### src/rtl/vga_sync_if.sv
// Control and raster-timing signals between the TinyQV VGA register block
// and the sync generator.
interface vga_sync_if;
    logic        cli;
    logic        enable_interrupt_on_hblank;
    logic        enable_interrupt_on_vblank;
    logic        narrow_960;
    logic [10:0] x;
    logic [9:0]  y;
    logic        hsync;
    logic        vsync;
    logic        retrace;
    logic        blank;
    logic        interrupt;

    // Host side: drives the interrupt controls and consumes the raster timing.
    modport master (
        output cli, enable_interrupt_on_hblank, enable_interrupt_on_vblank, narrow_960,
        input  x, y, hsync, vsync, retrace, blank, interrupt
    );

    // Generator side.
    modport slave (
        input  cli, enable_interrupt_on_hblank, enable_interrupt_on_vblank, narrow_960,
        output x, y, hsync, vsync, retrace, blank, interrupt
    );
endinterface

### src/rtl/vga_sync_gen.sv
// Raster timing generator: beam counters, sync/blank/retrace decodes and the
// sticky hblank/vblank user interrupt.
module vga_sync_gen #(
    parameter int unsigned H_VISIBLE = 1024,
    parameter int unsigned H_FRONT   = 24,
    parameter int unsigned H_SYNC    = 136,
    parameter int unsigned H_BACK    = 160,
    parameter int unsigned H_NARROW  = 960,
    parameter int unsigned V_VISIBLE = 768,
    parameter int unsigned V_FRONT   = 3,
    parameter int unsigned V_SYNC    = 6,
    parameter int unsigned V_BACK    = 29
) (
    input logic        clk,
    input logic        rst,
    vga_sync_if.slave  bus
);
    localparam int unsigned H_TOTAL = H_VISIBLE + H_FRONT + H_SYNC + H_BACK;
    localparam int unsigned V_TOTAL = V_VISIBLE + V_FRONT + V_SYNC + V_BACK;
    localparam int unsigned HS0     = H_VISIBLE + H_FRONT;
    localparam int unsigned VS0     = V_VISIBLE + V_FRONT;

    logic [10:0] x_q, x_d;
    logic [9:0]  y_q, y_d;
    logic        irq_q, irq_d;
    logic [10:0] active_w;
    logic        line_end;
    logic        hblank_evt;
    logic        vblank_evt;

    always_comb begin
        active_w   = bus.narrow_960 ? 11'(H_NARROW) : 11'(H_VISIBLE);
        line_end   = (x_q == 11'(H_TOTAL - 1));
        x_d        = line_end ? 11'd0 : x_q + 11'd1;
        y_d        = y_q;
        if (line_end) begin
            y_d = (y_q == 10'(V_TOTAL - 1)) ? 10'd0 : y_q + 10'd1;
        end
        hblank_evt = bus.enable_interrupt_on_hblank && (x_q == active_w) &&
                     (y_q < 10'(V_VISIBLE));
        vblank_evt = bus.enable_interrupt_on_vblank && (x_q == 11'd0) &&
                     (y_q == 10'(V_VISIBLE));
        // A new event outranks a simultaneous clear.
        irq_d      = (irq_q && !bus.cli) || hblank_evt || vblank_evt;
    end

    always_ff @(posedge clk) begin
        if (rst) begin
            x_q   <= '0;
            y_q   <= '0;
            irq_q <= 1'b0;
        end else begin
            x_q   <= x_d;
            y_q   <= y_d;
            irq_q <= irq_d;
        end
    end

    // Decodes are combinational so they line up with x/y with no extra latency.
    assign bus.x         = x_q;
    assign bus.y         = y_q;
    assign bus.blank     = (x_q >= active_w) || (y_q >= 10'(V_VISIBLE));
    assign bus.hsync     = !((x_q >= 11'(HS0)) && (x_q < 11'(HS0 + H_SYNC)));
    assign bus.vsync     = !((y_q >= 10'(VS0)) && (y_q < 10'(VS0 + V_SYNC)));
    assign bus.retrace   = (x_q == 11'(HS0));
    assign bus.interrupt = irq_q;
endmodule

### src/flat_wrapper.sv
// flat-port wrapper written by rule: the top's interface ports become plain ports
module vga_sync_gen_flat 
#(
    parameter int unsigned H_VISIBLE = 1024,
    parameter int unsigned H_FRONT   = 24,
    parameter int unsigned H_SYNC    = 136,
    parameter int unsigned H_BACK    = 160,
    parameter int unsigned H_NARROW  = 960,
    parameter int unsigned V_VISIBLE = 768,
    parameter int unsigned V_FRONT   = 3,
    parameter int unsigned V_SYNC    = 6,
    parameter int unsigned V_BACK    = 29
)
  (clk, rst, bus_cli, bus_enable_interrupt_on_hblank, bus_enable_interrupt_on_vblank, bus_narrow_960, bus_x, bus_y, bus_hsync, bus_vsync, bus_retrace, bus_blank, bus_interrupt);
  vga_sync_if bus_i ();
  input logic clk;
  input logic rst;
  input wire logic [$bits(bus_i.cli)-1:0] bus_cli;
  input wire logic [$bits(bus_i.enable_interrupt_on_hblank)-1:0] bus_enable_interrupt_on_hblank;
  input wire logic [$bits(bus_i.enable_interrupt_on_vblank)-1:0] bus_enable_interrupt_on_vblank;
  input wire logic [$bits(bus_i.narrow_960)-1:0] bus_narrow_960;
  output wire logic [$bits(bus_i.x)-1:0] bus_x;
  output wire logic [$bits(bus_i.y)-1:0] bus_y;
  output wire logic [$bits(bus_i.hsync)-1:0] bus_hsync;
  output wire logic [$bits(bus_i.vsync)-1:0] bus_vsync;
  output wire logic [$bits(bus_i.retrace)-1:0] bus_retrace;
  output wire logic [$bits(bus_i.blank)-1:0] bus_blank;
  output wire logic [$bits(bus_i.interrupt)-1:0] bus_interrupt;
  assign bus_i.cli = bus_cli;
  assign bus_i.enable_interrupt_on_hblank = bus_enable_interrupt_on_hblank;
  assign bus_i.enable_interrupt_on_vblank = bus_enable_interrupt_on_vblank;
  assign bus_i.narrow_960 = bus_narrow_960;
  assign bus_x = bus_i.x;
  assign bus_y = bus_i.y;
  assign bus_hsync = bus_i.hsync;
  assign bus_vsync = bus_i.vsync;
  assign bus_retrace = bus_i.retrace;
  assign bus_blank = bus_i.blank;
  assign bus_interrupt = bus_i.interrupt;
  vga_sync_gen #(.H_VISIBLE(H_VISIBLE), .H_FRONT(H_FRONT), .H_SYNC(H_SYNC), .H_BACK(H_BACK), .H_NARROW(H_NARROW), .V_VISIBLE(V_VISIBLE), .V_FRONT(V_FRONT), .V_SYNC(V_SYNC), .V_BACK(V_BACK)) u_core (.clk(clk), .rst(rst), .bus(bus_i));
endmodule
### config.mk
export PLATFORM = sky130hd
export DESIGN_NAME = vga_sync_gen_flat
export DESIGN_NICKNAME = d
export VERILOG_FILES = /design/src/rtl/vga_sync_if.sv /design/src/rtl/vga_sync_gen.sv /design/src/flat_wrapper.sv
export SDC_FILE = /design/constraint.sdc
export NUM_CORES = 1
export LEC_CHECK = 0
export BUFFER_PORTS_ARGS = -buffer_cell sky130_fd_sc_hd__clkbuf_2
export CAP_MARGIN = 20
export CORE_MARGIN = 8
export CORE_UTILIZATION = 35
export DETAILED_ROUTE_END_ITERATION = 8
export GPL_ROUTABILITY_DRIVEN = 0
export SLEW_MARGIN = 25
export SYNTH_ARGS = -nofsm -noshare
export SYNTH_HDL_FRONTEND = slang
export SYNTH_SLANG_ARGS = --single-unit
### constraint.sdc
create_clock -name clk -period 2.6 [get_ports clk]
set_clock_uncertainty 0.2 [all_clocks]
set_input_delay 0.26 -clock clk [delete_from_list [all_inputs] [get_ports clk]]
set_output_delay 0.26 -clock clk [all_outputs]
set_load 0.01 [all_outputs]
==> flow_summary.toml <==
[worst_setup_path]
rr_startpoint = "u_core.bus.x[0]"
crit-reg2reg-capture = "u_core.bus.y[3]"
crit_path_end_kind = "register"
crit_path_max_fanout = 7
cpPeakStageDelay_ns = 0.67
r2r_setup_slack_ns = 0.24
critPathKind = "reg2reg"
critical_path.startpoint_type = "register"
required_ns = 2.61
critical_path.cell_chain = "ha_1, nand2_1, or4_1, or4_4, a21oi_2"
critPathArrivalTime_ns = 2.36
r2r.worst_path.cells = 5
timing.critical_path.slowest_stage_cell = "sky130_fd_sc_hd__or4_1"

[cells_and_area]
layout_stage_area_growth_over_the_synthesis_result_pct = 21.9
fin_util_pct = 43.8
summed_area_of_non_filler_cells_in_the_final_layout_mm2 = 0.00158
number_of_inserted_diodes = 0
nFillCells = 393
numnets_final = 216
multi_input_comb_area_um2 = 796
seqCellArea_um2 = 442
final_cell_count_no_fill = 246
drive_gt1_share_pct = 21.7

[global_route]
first_global_vias = 1200
largest_net_degree_at_the_start_of_global_routing = 13
global_route.usage.total_pct = 11.3
global_route.usage.met1_pct = 14.4
grt_overflow_total = 0
grt_antenna_before_repair = 0
grt-busiest-layer = "met2"
globalRouteMet3Util_pct = 5.13
grt_first_pass_wirelength_um = 5590
gr-usage-met2_pct = 17.1

[sta]
period_share_pct = 90.7
grt_setup_unrepaired = "false"
max_clock_freq_mhz = 424
hold_viol_final = 0
maxSlewHeadroom_pct = 71.5
slew_viol_final = 0
setup_viol = 0
worst-slew-pin-transition_ns = 0.424
fin_crit_ns = 2.36
setup_tns_ns = 0

[logic_synthesis]
postSynthRegisterBits = 22
synth_cell_type_count = 33
mappedNetlistArea_mm2 = 0.00129
synth.net_count = 181
avgSynthCellArea_um2 = 7.90
post_synth_inst_count = 164
seq_area_frac_synth_pct = 34.0
ys_warn_count = 0

[drt]
initialDrtViolationCount = 67
drt-vias-per-instance = 5.10
via_count = 1255
detail_route.first_pass.iterations = 5
detail-route-antenna-nets = 0
drc_errors = 0
wl_um = 3290
routedWlPerCell_um = 13.4

[clocking]
tritoncts = "built"
cts_made_buffers = 3
worstSkewPairLatency_ns = 0.27
clock_transition_at_path_regs_ns = 0.08
cts-root-to-sink-buffers = 2
cts_setup_buffers = 0
cts_sinks = 22
clock-root-buffer = "sky130_fd_sc_hd__clkbuf_8"
h_tree_level_count = 1

[power]
irDropWorstVdd_v = 0.000287
leakage_nw = 0.623
power_density_mw_per_mm2 = 404

[place]
numPlacedInstances = 242
place.port_buffers = 31
placed_wire_length_estimate_after_detailed_placement_um = 2570
postPlaceCellArea_mm2 = 0.00152

[floorplanning]
io_pins = 32
die_x_um = 76.8
floorplan.initialDensity_pct = 35.9
floorplan.die_area_mm2 = 0.00590
floorplan.die.height_um = 76.8
rows = 22
placeableCoreArea_mm2 = 0.00361

[worst_hold_path]
worstHoldStart = "rst"
hp-class = "in2reg"
whs_path_depth = 2
worst_hold_path.endpoint = "u_core.bus.interrupt"

[status]
outcome = "complete, no violations"

[job]
cap_viol_max_count = 0
## layer usage
metal	part of all wire (%)	up-vias
met5	0	-
met4	0.24	0
met3	7.5	2
met2	41	37
met1	51	566
li1	-	650
## flip-flops by register name, indices dropped and copies added, names as in the netlist
signal / cells
u_core.bus.x: 11
u_core.bus.y: 10
u_core.bus.interrupt: 1
## cells in the mapped netlist
cell type	number	area, um^2
sky130_fd_sc_hd__dfxtp_1	22	440
sky130_fd_sc_hd__nor2_1	21	78.8
sky130_fd_sc_hd__nand2_1	15	56.3
sky130_fd_sc_hd__ha_1	11	138
sky130_fd_sc_hd__nand3_1	10	50.1
sky130_fd_sc_hd__a21oi_1	9	45.0
sky130_fd_sc_hd__inv_1	9	33.8
sky130_fd_sc_hd__o21ai_0	8	40.0
sky130_fd_sc_hd__or3_1	8	50.1
sky130_fd_sc_hd__xnor2_1	8	70.1
sky130_fd_sc_hd__nor3_1	5	25.0
sky130_fd_sc_hd__nand4_1	4	25.0
sky130_fd_sc_hd__or4_1	4	30.0
sky130_fd_sc_hd__clkbuf_1	3	11.3
sky130_fd_sc_hd__nand2b_1	3	18.8
sky130_fd_sc_hd__nor4_1	3	18.8
sky130_fd_sc_hd__buf_2	2	10.0
sky130_fd_sc_hd__nand4b_1	2	17.5
sky130_fd_sc_hd__nor2b_1	2	12.5
sky130_fd_sc_hd__xor2_1	2	17.5
sky130_fd_sc_hd__a21o_1	1	7.51
sky130_fd_sc_hd__a21oi_2	1	8.76
sky130_fd_sc_hd__and4_1	1	8.76
sky130_fd_sc_hd__buf_1	1	3.75
sky130_fd_sc_hd__mux2i_1	1	10.0
sky130_fd_sc_hd__nand3b_1	1	7.51
sky130_fd_sc_hd__nor4b_1	1	8.76
sky130_fd_sc_hd__o211ai_1	1	7.51
sky130_fd_sc_hd__o21bai_1	1	7.51
sky130_fd_sc_hd__o22ai_1	1	6.26
sky130_fd_sc_hd__o32a_1	1	10.0
sky130_fd_sc_hd__or3b_1	1	8.76
sky130_fd_sc_hd__or4_4	1	11.3
## power by group
| part | switching, mW | leakage [nW] | internal, mW | total (mW) |
|---|---|---|---|---|
| Sequential | 0.00482 | 0.178 | 0.341 | 0.345 |
| Combinational | 0.0237 | 0.416 | 0.0172 | 0.0409 |
| Clock | 0.116 | 0.0288 | 0.135 | 0.251 |
## worst max-delay path by stage
stage                          startpoint               to  slack, ns  depth (start not counted)
after floorplan           u_core.bus.x[0]  u_core.bus.y[3]       0.31                          6
after global placement    u_core.bus.x[0]  u_core.bus.y[3]       0.31                          5
after detailed placement  u_core.bus.x[0]  u_core.bus.y[3]       0.26                          5
after CTS                 u_core.bus.x[6]        bus_blank       0.15                          7
after global routing      u_core.bus.x[0]  u_core.bus.y[3]        0.1                          5
final                     u_core.bus.x[0]  u_core.bus.y[3]       0.24                          5
## critical path, delay by kind of cell, from the launching register on
| kind | cells | cell delay (ns) |
|---|---|---|
| adders and majority gates | 1 | 0.23 |
| AOI/OAI and AO/OA | 1 | 0.13 |
| and+or+nand+nor | 3 | 1.34 |
| DFF | 1 | 0.40 |
## cell usage in the layout, fill, tap and decap left out, types with 5 or more instances in the layout
cell | Yosys | routed
sky130_fd_sc_hd__clkbuf_2 | 0 | 31
sky130_fd_sc_hd__nor2_1 | 21 | 21
sky130_fd_sc_hd__dfxtp_1 | 22 | 21
sky130_fd_sc_hd__nand2_1 | 15 | 15
sky130_fd_sc_hd__ha_1 | 11 | 11
sky130_fd_sc_hd__nand3_1 | 10 | 10
sky130_fd_sc_hd__inv_1 | 9 | 9
sky130_fd_sc_hd__a21oi_1 | 9 | 9
sky130_fd_sc_hd__o21ai_0 | 8 | 8
sky130_fd_sc_hd__or3_1 | 8 | 8
sky130_fd_sc_hd__xnor2_1 | 8 | 8
sky130_fd_sc_hd__nor3_1 | 5 | 5
sky130_fd_sc_hd__buf_4 | 0 | 5
## cells by family (layout without fill, tap and decap cells)
kind of cell | Yosys count | in the layout | synth area share [%]
muxes | 1 | 1 | 0.773
and+or+nand+nor | 82 | 82 | 33.0
buffers and inverters | 15 | 49 | 4.54
adders and majority gates | 11 | 11 | 10.6
xor gates and xnor gates | 10 | 10 | 6.76
AOI/OAI and AO/OA | 23 | 23 | 10.2
DFF | 22 | 22 | 34.0
## per-stage QoR
stage          hold slack (ns)  total power [mW]  setup slack [ns]
2_1_floorplan            0.129             0.377             0.313
6_report                0.0475             0.638             0.243
3_3_place_gp             0.259             0.395             0.305
5_1_grt                 0.0737             0.671            0.0999
3_5_place_dp             0.263             0.395             0.260
4_1_cts                 0.0468             0.649             0.147
## cell type report
cell class	count	share of cell area [%]
inverter	9	2.14
timing repair buffer	36	12.2
clock buffer	4	3.49
tap	48	3.80
multi-input combinational	127	50.4
sequential	22	28.0
## what timing repair did
| item | 4_1_cts | 5_1_grt |
|---|---|---|
| endpoints found under the setup margin | 0 | 1 |
| resized for setup | 0 | 1 |
| hold buffers | 0 | 0 |
Note: power is estimated with default switching activity, not from simulation.
